`config.mk`:
```
export PLATFORM = sky130hd
export DESIGN_NAME = itu656_decoder
export DESIGN_NICKNAME = d
export VERILOG_FILES = /design/src/rtl/itu656_decoder_pkg.sv /design/src/rtl/itu656_decoder_xyz_check.sv /design/src/rtl/itu656_decoder.sv
export SDC_FILE = /design/constraint.sdc
export NUM_CORES = 1
export LEC_CHECK = 0
export CAP_MARGIN = 0
export CELL_PAD_IN_SITES_DETAIL_PLACEMENT = 1
export CELL_PAD_IN_SITES_GLOBAL_PLACEMENT = 2
export CORE_MARGIN = 5
export CORE_UTILIZATION = 38
export CTS_CLUSTER_SIZE = 10
export DETAILED_ROUTE_END_ITERATION = 10
export GPL_ROUTABILITY_DRIVEN = 0
export PLACE_DENSITY = 0.95
export SYNTH_ARGS = -nofsm -noshare
export SYNTH_HDL_FRONTEND = slang
export SYNTH_SLANG_ARGS = --single-unit
export TNS_END_PERCENT = 1
```
`constraint.sdc`:
```
create_clock -name clk_54mhz -period 7.3 [get_ports clk_54mhz]
set_clock_uncertainty 0.2 [all_clocks]
set_input_delay 0.73 -clock clk_54mhz [delete_from_list [all_inputs] [get_ports clk_54mhz]]
set_output_delay 0.73 -clock clk_54mhz [all_outputs]
set_load 0.01 [all_outputs]
```
`src/rtl/itu656_decoder_pkg.sv`:
```
// Shared constants and encodings for the BT.656 decoder: sync words,
// preamble-search states and the 4:2:2 quad phase.
package itu656_decoder_pkg;

   localparam logic [9:0] SYNC_FF = 10'h3FF;
   localparam logic [9:0] SYNC_00 = 10'h000;

   typedef enum logic [1:0] {SEARCH, P1, P2, P3} pre_state_t;

   typedef enum logic [1:0] {PH_CB, PH_Y0, PH_CR, PH_Y1} phase_t;

endpackage

```
`src/rtl/itu656_decoder_xyz_check.sv`:
```
// Combinational decode of a BT.656 XYZ timing word (top 8 bits):
// F/V/H flags, protection-bit check and validity.
module itu656_decoder_xyz_check #(
   parameter bit PARITY_CHECK = 1'b1
) (
   input  logic [7:0] xyz,
   output logic       f,
   output logic       v,
   output logic       h,
   output logic       valid,
   output logic       par_err
);

   logic [3:0] par_exp;
   logic       par_ok;

   assign f       = xyz[6];
   assign v       = xyz[5];
   assign h       = xyz[4];
   assign par_exp = {v ^ h, f ^ h, f ^ v, f ^ v ^ h};
   assign par_ok  = (xyz[3:0] == par_exp);
   assign valid   = xyz[7] && (!PARITY_CHECK || par_ok);
   // With checking disabled nothing is flagged, even a word lacking the marker bit.
   assign par_err = PARITY_CHECK ? !valid : 1'b0;

endmodule

```
`src/rtl/itu656_decoder.sv`:
```
// BT.656 10-bit stream decoder: finds SAV/EAV, tracks F/V/H and expands
// Cb Y0 Cr Y1 quads into 4:4:4 pixels with a column index.
module itu656_decoder
   import itu656_decoder_pkg::*;
#(
   parameter int DATA_W       = 10,
   parameter int X_W          = 11,
   parameter bit PARITY_CHECK = 1'b1
) (
   input  logic              clk_54mhz,
   input  logic              restart,
   input  logic              en,
   input  logic [DATA_W-1:0] din,
   output logic              f,
   output logic              v,
   output logic              h,
   output logic              sav_pulse,
   output logic              eav_pulse,
   output logic              code_err,
   output logic              pix_valid,
   output logic [DATA_W-1:0] y,
   output logic [DATA_W-1:0] cr,
   output logic [DATA_W-1:0] cb,
   output logic [X_W-1:0]    x_count
);

   pre_state_t        state, state_nx;
   phase_t            phase;
   logic [DATA_W-1:0] cb_lat, y0_lat;
   logic [X_W-1:0]    x_next;
   logic              code_word, sync_start, pix_word;
   logic              xf, xv, xh, xvalid, xerr;

   itu656_decoder_xyz_check #(.PARITY_CHECK(PARITY_CHECK)) u_xyz (
      .xyz     (din[DATA_W-1 -: 8]),
      .f       (xf),
      .v       (xv),
      .h       (xh),
      .valid   (xvalid),
      .par_err (xerr)
   );

   always_ff @(posedge clk_54mhz or posedge restart) begin
      if (restart) state <= SEARCH;
      else         state <= state_nx;
   end

   // Preamble search runs on every sample, so a sync sequence always wins over pixel data.
   always_comb begin
      state_nx   = state;
      code_word  = 1'b0;
      sync_start = 1'b0;
      pix_word   = 1'b0;
      if (en) begin
         case (state)
            SEARCH: begin
               if (din == SYNC_FF) begin
                  state_nx   = P1;
                  sync_start = 1'b1;
               end else begin
                  pix_word = !h && !v;
               end
            end
            P1, P2: begin
               if (din == SYNC_00)      state_nx = (state == P1) ? P2 : P3;
               else if (din == SYNC_FF) state_nx = P1;
               else                     state_nx = SEARCH;
            end
            default: begin
               state_nx  = SEARCH;
               code_word = 1'b1;
            end
         endcase
      end
   end

   always_ff @(posedge clk_54mhz or posedge restart) begin
      if (restart) begin
         f         <= 1'b0;
         v         <= 1'b1;
         h         <= 1'b1;
         sav_pulse <= 1'b0;
         eav_pulse <= 1'b0;
         code_err  <= 1'b0;
         pix_valid <= 1'b0;
         y         <= '0;
         cr        <= '0;
         cb        <= '0;
         cb_lat    <= '0;
         y0_lat    <= '0;
         x_count   <= '0;
         x_next    <= '0;
         phase     <= PH_CB;
      end else begin
         sav_pulse <= 1'b0;
         eav_pulse <= 1'b0;
         code_err  <= 1'b0;
         pix_valid <= 1'b0;
         if (code_word) begin
            if (xvalid) begin
               f <= xf;
               v <= xv;
               h <= xh;
               if (xh) begin
                  eav_pulse <= 1'b1;
               end else begin
                  sav_pulse <= 1'b1;
                  phase     <= PH_CB;
                  x_count   <= '0;
                  x_next    <= '0;
               end
            end else begin
               code_err <= xerr;
            end
         end else if (sync_start) begin
            // A sync word mid-quad abandons whatever partial quad was collected.
            phase <= PH_CB;
         end else if (pix_word) begin
            phase <= phase_t'(phase + 2'd1);
            case (phase)
               PH_CB: cb_lat <= din;
               PH_Y0: y0_lat <= din;
               PH_CR: begin
                  y         <= y0_lat;
                  cr        <= din;
                  cb        <= cb_lat;
                  pix_valid <= 1'b1;
                  x_count   <= x_next;
                  x_next    <= (x_next == '1) ? x_next : x_next + 1'b1;
               end
               default: begin
                  y         <= din;
                  pix_valid <= 1'b1;
                  x_count   <= x_next;
                  x_next    <= (x_next == '1) ? x_next : x_next + 1'b1;
               end
            endcase
         end
      end
   end

endmodule
```
Word-level counts from Yosys, hierarchy flattened
Index checks and enable logic that the tools add are counted.
Cells by class
  add/sub/neg operators: 2
  multiply operators: 0
  divide/modulo/power cells: 0
  $lt $le $gt $ge: 0
  equality and inequality tests: 13
  shift operators: 0
  muxes and demuxes: 42
  bitwise operators: 7
  reduce and logical (&&, ||, !) cells: 22
Operators by type and width (number)
  two-way mux 11 bit: 11
  two-way mux 1 bit: 22
  case mux 10 bit (2 select lines): 1
  AND reduction 4 bit: 4
  two-way mux 2 bit: 7
  adder 11 x 1 -> 11 bit, second input constant: 1
  == test 11 bit, second input constant: 1
  == test 10 bit, second input constant: 1
  zero test 10 bit: 1
  != test 2 bit, second input constant: 4
  AND reduction 6 bit: 1
  AND reduction 5 bit: 1
  == test 2 x 1 -> 1 bit, second input constant: 2
  == test 2 bit, second input constant: 2
  == test 4 bit: 1
  zero test 2 bit: 2
  != test 2 x 1 -> 1 bit, second input constant: 2
  case mux 2 bit (2 select lines): 1
  AND reduction 2 bit: 2
  OR reduction 2 bit: 2
  bitwise XOR 1 bit: 4
  zero test 1 bit: 3
  inverter 1 bit: 3
  AND reduction 3 bit: 1
  5 further kinds: 6
Storage, ports and cells
  register bits: 83
  latch bits: 0
  bits in writable memories: 0
  ROM bits: 0
  input port bits: 13
  output and inout port bits: 48
  word-level logic and storage cells: 102
  memories kept: 0

Depth between registers and ports, before layout
  word-level depth: 8
  gate-level depth with buffers: 10
  mapped depth without buffers: 8

Hierarchy
Synthesis repeated with hierarchy kept, for this count alone.
Unflattened totals
  cell total of the unflattened synthesis: 308
  area total of the unflattened synthesis: 3703.6 µm²
By module, submodules not included
  itu656_decoder: times used 1, cells an instance 285, area each 3547.2 µm², sequential area each 2079.5 µm²
  itu656_decoder_xyz_check: times used 1, cells an instance 23, area each 156.4 µm², sequential area each 0.0 µm²

Worst setup path before layout
No wires, ideal clock.
  path kind: input to register
  start: input din[7]
  end: register x_count[0]
  library setup time: 121 ps
  arrival time: 2480 ps
  data required time: 6979 ps
  slack: 4499 ps
  stages on the path: 10
  path buffers: 2
  cells stage by stage: clkbuf_2 -> inv_1 -> ha_1 -> xor2_1 -> a211oi_2 -> and2_1 -> a31o_2 -> nand2_1 -> buf_4 -> a22o_1
On the way
  cells in the longest elaborated chain, start to end: 6
  elaborated cells between the ends (all ways): 16
  those cells by class: eq/ne: 4; mux: 6; bitwise: 3; reduce/logical: 3
RTL lines
  from (decl): line itu656_decoder.sv:13  | input logic [DATA_W-1:0] din,
  == test 10 bit / bitwise XOR 1 bit (equally long branches): line itu656_decoder.sv:57, itu656_decoder_xyz_check.sv:20
  two-way mux 1 bit / bitwise XOR 1 bit (equally long branches): line itu656_decoder.sv:57, itu656_decoder_xyz_check.sv:20
  two-way mux 1 bit / == test 4 bit (equally long branches): line itu656_decoder.sv:55, itu656_decoder_xyz_check.sv:21
  two-way mux 1 bit / logical AND 1 bit (equally long branches): line itu656_decoder.sv:54, itu656_decoder_xyz_check.sv:22
  != test 2 bit (no line) (tied with other cells)
  AND reduction 5 bit (no line) (*)
  to (signal assigned): line itu656_decoder.sv:128  | x_count <= x_next;
  to (signal assigned): line itu656_decoder.sv:134  | x_count <= x_next;
  to (decl): line itu656_decoder.sv:24  | output logic [X_W-1:0] x_count
Every way passes the cells marked *; elsewhere a longest branch is shown, timed or not.
A chain may end at the register's enable or synchronous reset.

Worst setup path after layout
  start: input din[6]
  end: register x_count[1]
On the way
  cells in the longest elaborated chain, start to end: 6
  elaborated cells between the ends (all ways): 17
  those cells by class: eq/ne: 5; mux: 6; bitwise: 3; reduce/logical: 3
RTL lines
  == test 10 bit: line itu656_decoder.sv:57  | if (din == SYNC_FF) begin
  two-way mux 1 bit: line itu656_decoder.sv:57
  two-way mux 1 bit: line itu656_decoder.sv:55  | case (state)
  two-way mux 1 bit: line itu656_decoder.sv:54  | if (en) begin
  != test 2 bit (no line) / nonzero test 2 bit (equally long branches)
  AND reduction 5 bit (no line) (*)
Marked as above.

==> flow_metrics.py <==
metrics = {
    "status": {
        "status": "finished clean",
    },
    "floorplanning": {
        "die_width_um": 110,
        "dieArea_sq_um": 12000,
        "die_y_um": 110,
        "initial_core_util_pct": 38.7,
        "num_rows": 36,
        "core_sq_um": 9730,
        "io_pins": 61,
    },
    "yosys": {
        "synth_cells": 327,
        "yosys.area_share.simple_pct": 12.7,
        "synth_xor_area_share_pct": 0.465,
        "syn_area_sq_um": 3760,
        "muxShareOfSynthArea_pct": 12.5,
        "synth_area_per_cell_sq_um": 11.5,
        "yosysUniqueCellTypes": 48,
        "synth_edf_count": 0,
        "synth_seq_area_share_pct": 55.2,
        "synthArstFlopShare_pct": 100,
        "ys_seq_elements": 83,
        "yosys.area_share.adder_pct": 2.99,
        "synth_warnings": 0,
        "synth_compound_area_share_pct": 12.3,
        "synth-main-ff-cell": "dfrtp_1",
        "synth_top_family_by_area": "simple AND/OR/NAND/NOR gates",
        "synth_fp_nets": 349,
    },
    "sta": {
        "worstMarginPinSlew_ns": 1.05,
        "maxSlewHeadroom_pct": 30.3,
        "period_minus_slack_ns": 3.62,
        "fin_setup_tns_ns": 0,
        "hold_viol": 0,
        "rsz0062_at_grt": "false",
        "drv_slew": 0,
        "fin_crit_sh_pct": 49.7,
        "finalSetupViolCount": 0,
        "max_freq_mhz": 276,
    },
    "critical_path": {
        "crit_end": "x_count[1]",
        "worstSetupPathType": "primary input to register",
        "reg2reg_to": "cr[5]",
        "cp.arrival_ns": 3.66,
        "rr_worst_depth": 7,
        "rr_startpoint": "state[1]",
        "cp-start-kind": "primary input",
        "end_kind": "register",
        "reg2reg_slack_ns": 4.40,
        "crit_start": "din[6]",
        "cp_max_fo": 12,
        "cp.required_ns": 7.34,
    },
    "drt": {
        "drc": 0,
        "wl_per_cell_um": 18.6,
        "firstDrtPassIters": 4,
        "drtIter0Drc": 200,
        "viasPerCell": 5.32,
        "ant_nets": 0,
        "via_count": 2776,
        "wirelength_um": 9720,
    },
    "global_routing": {
        "grt_pass1_wl_um": 15900,
        "grt_pass1_vias": 3045,
        "busiest_layer": "met2",
        "grt_util_met3_pct": 2.70,
        "use_met1_pct": 22.0,
        "antenna_found_initial": 0,
        "grt-ovfl-total": 0,
        "gr-usage-met2_pct": 29.4,
        "grt.total_usage_pct": 17.2,
        "grt_max_degree": 84,
    },
    "power_and_ir_drop": {
        "vdd_drop_max_v": 0.000128,
        "switching_share_pct": 34.3,
        "p_switching_mw": 0.601,
        "clkPwrFrac_pct": 18.6,
        "seq_power_share_pct": 42.5,
        "combPwrFrac_pct": 38.9,
        "p_int_mw": 1.15,
        "leakagePower_nw": 2.01,
        "power.density_nw_per_um2": 378,
    },
    "clock_network": {
        "cts_tree": "yes",
        "ctsHoldBuffers": 0,
        "post_cts_buffers": 0,
        "clk_latency_ns": 0.35,
        "cts_htree_levels": 3,
        "clock_sinks": 83,
        "clockBufferDepth": 2,
        "path_clk_slew_ns": 0.09,
        "numCtsBuffers": 9,
        "cts_resized": 0,
        "cts_root_buffer": "clkbuf_8",
    },
    "cells_and_area": {
        "drive_above_1_share_pct": 15.7,
        "fin_cells": 522,
        "synthToLayoutAreaGrowth_pct": 23.4,
        "insertedDiodeCount": 0,
        "fin_nets": 406,
        "final.fill_count": 1086,
    },
    "placement": {
        "hpwl_um": 6740,
        "dpl.cell_count": 506,
        "port_buffers": 60,
    },
    "run": {
        "cap_violations": 0,
    },
    "worst_hold_path": {
        "hp-class": "register to register",
    },
}
==> critical path, cell delays in order <==
cell	delay (ns)
clkdlybuf4s50_1	0.67
inv_1	0.26
ha_1	0.36
xor2_1	0.16
a211oi_2	0.37
and2_1	0.25
a31o_2	0.25
nand2_1	0.31
a22o_1	0.30
==> synth_stat cells, types with 8 or more instances <==
cell | count | area share [%]
dfrtp_1 | 81 | 54
mux2_2 | 33 | 9.9
nand2_1 | 29 | 2.9
a21oi_1 | 20 | 2.7
o21ai_0 | 17 | 2.3
nor2_1 | 15 | 1.5
inv_1 | 12 | 1.2
nand3_1 | 12 | 1.6
a22o_1 | 11 | 2.6
mux2i_1 | 10 | 2.7
ha_1 | 9 | 3.0
or3_1 | 9 | 1.5
buf_2 | 8 | 1.1
==> metal layers <==
layer	routed length (um)	part of all wire (%)	vias to the layer above
li1	-	-	1278
met1	4310	44	1434
met2	4940	51	50
met3	303	3.1	14
met4	175	1.8	0
met5	0	0	-
==> power groups by stage <==
stage	combinational (mW)	sequential [mW]	clock (mW)
2_1_floorplan	0.349	0.770	0
3_3_place_gp	0.656	0.742	0
3_5_place_dp	0.688	0.755	0
4_1_cts	0.697	0.748	0.331
5_1_grt	0.754	0.766	0.354
6_report	0.683	0.745	0.327
==> through the flow <==
stage | utilization (%) | cell area (sq um) | setup WS (ns) | hold WS (ns) | power (mW)
floorplan | - | 3760 | 4.24 | 0.246 | 1.12
CTS | 47.8 | 4650 | 3.71 | 0.300 | 1.78
global placement | 45.8 | 4450 | 3.42 | 0.258 | 1.40
global route | 47.8 | 4650 | 3.55 | 0.330 | 1.87
detailed placement | 45.8 | 4450 | 3.37 | 0.280 | 1.44
finish | 47.8 | 4650 | 3.68 | 0.297 | 1.75
==> cells by family after synthesis <==
| group | Yosys count |
|---|---|
| and+or+nand+nor | 92 |
| DFF | 83 |
| AOI/OAI and AO/OA | 69 |
| muxes | 43 |
| buffers and inverters | 29 |
| adders and majority gates | 9 |
| xor gates and xnor gates | 2 |
==> worst min-delay path by stage <==
stage,startpoint,to,slack (ns),depth (start not counted)
final,cb_lat[7],cb_lat[7],0.30,2
after global routing,x_count[0],x_count[0],0.33,1
after CTS,cb_lat[7],cb_lat[7],0.30,2
after detailed placement,x_count[9],x_count[9],0.28,1
after global placement,cb_lat[6],cb_lat[6],0.26,2
after floorplan,cb_lat[6],cb_lat[6],0.25,2
==> cell usage in the layout, fill, tap and decap left out, types with 2 or more instances in the layout <==
| cell | synthesis | final |
|---|---|---|
| dfrtp_1 | 81 | 81 |
| clkdlybuf4s50_1 | 0 | 60 |
| mux2_2 | 33 | 33 |
| nand2_1 | 29 | 29 |
| a21oi_1 | 20 | 20 |
| o21ai_0 | 17 | 17 |
| nor2_1 | 15 | 15 |
| nand3_1 | 12 | 12 |
| inv_1 | 12 | 11 |
| a22o_1 | 11 | 11 |
| mux2i_1 | 10 | 10 |
| or3_1 | 9 | 9 |
| ha_1 | 9 | 9 |
| clkbuf_8 | 0 | 9 |
| nor3_1 | 5 | 5 |
| nand4_1 | 4 | 4 |
| clkinv_2 | 0 | 4 |
| and3_1 | 4 | 4 |
| o31ai_1 | 3 | 3 |
| nand2b_1 | 3 | 3 |
| o22ai_1 | 3 | 3 |
| and2_1 | 2 | 2 |
| nor4_1 | 2 | 2 |
| a31o_2 | 2 | 2 |
| o21a_1 | 2 | 2 |
| a21o_1 | 2 | 2 |
| clkinvlp_4 | 0 | 2 |
| dfstp_2 | 2 | 2 |
| buf_4 | 4 | 2 |
==> area by class of cell <==
| class | count | area (sq um) | area share, % |
|---|---|---|---|
| Timing Repair Buffer | 62 | 616 | 13.2 |
| Tap cell | 133 | 166 | 3.58 |
| Inverter | 13 | 50.0 | 1.08 |
| Clock inverter | 7 | 68.8 | 1.48 |
| Sequential cell | 83 | 2080 | 44.7 |
| Clock buffer | 9 | 124 | 2.67 |
| Multi-Input combinational cell | 215 | 1540 | 33.2 |
==> flip-flops by register name, indices dropped and copies added, names as in the netlist, 2 cells and up <==
name and flops:
x_count 11, x_next 11, cb 10, cb_lat 10
cr 10, y0_lat 10, y 10, phase 2
state 2
Note: power is estimated with default switching activity, not from simulation.
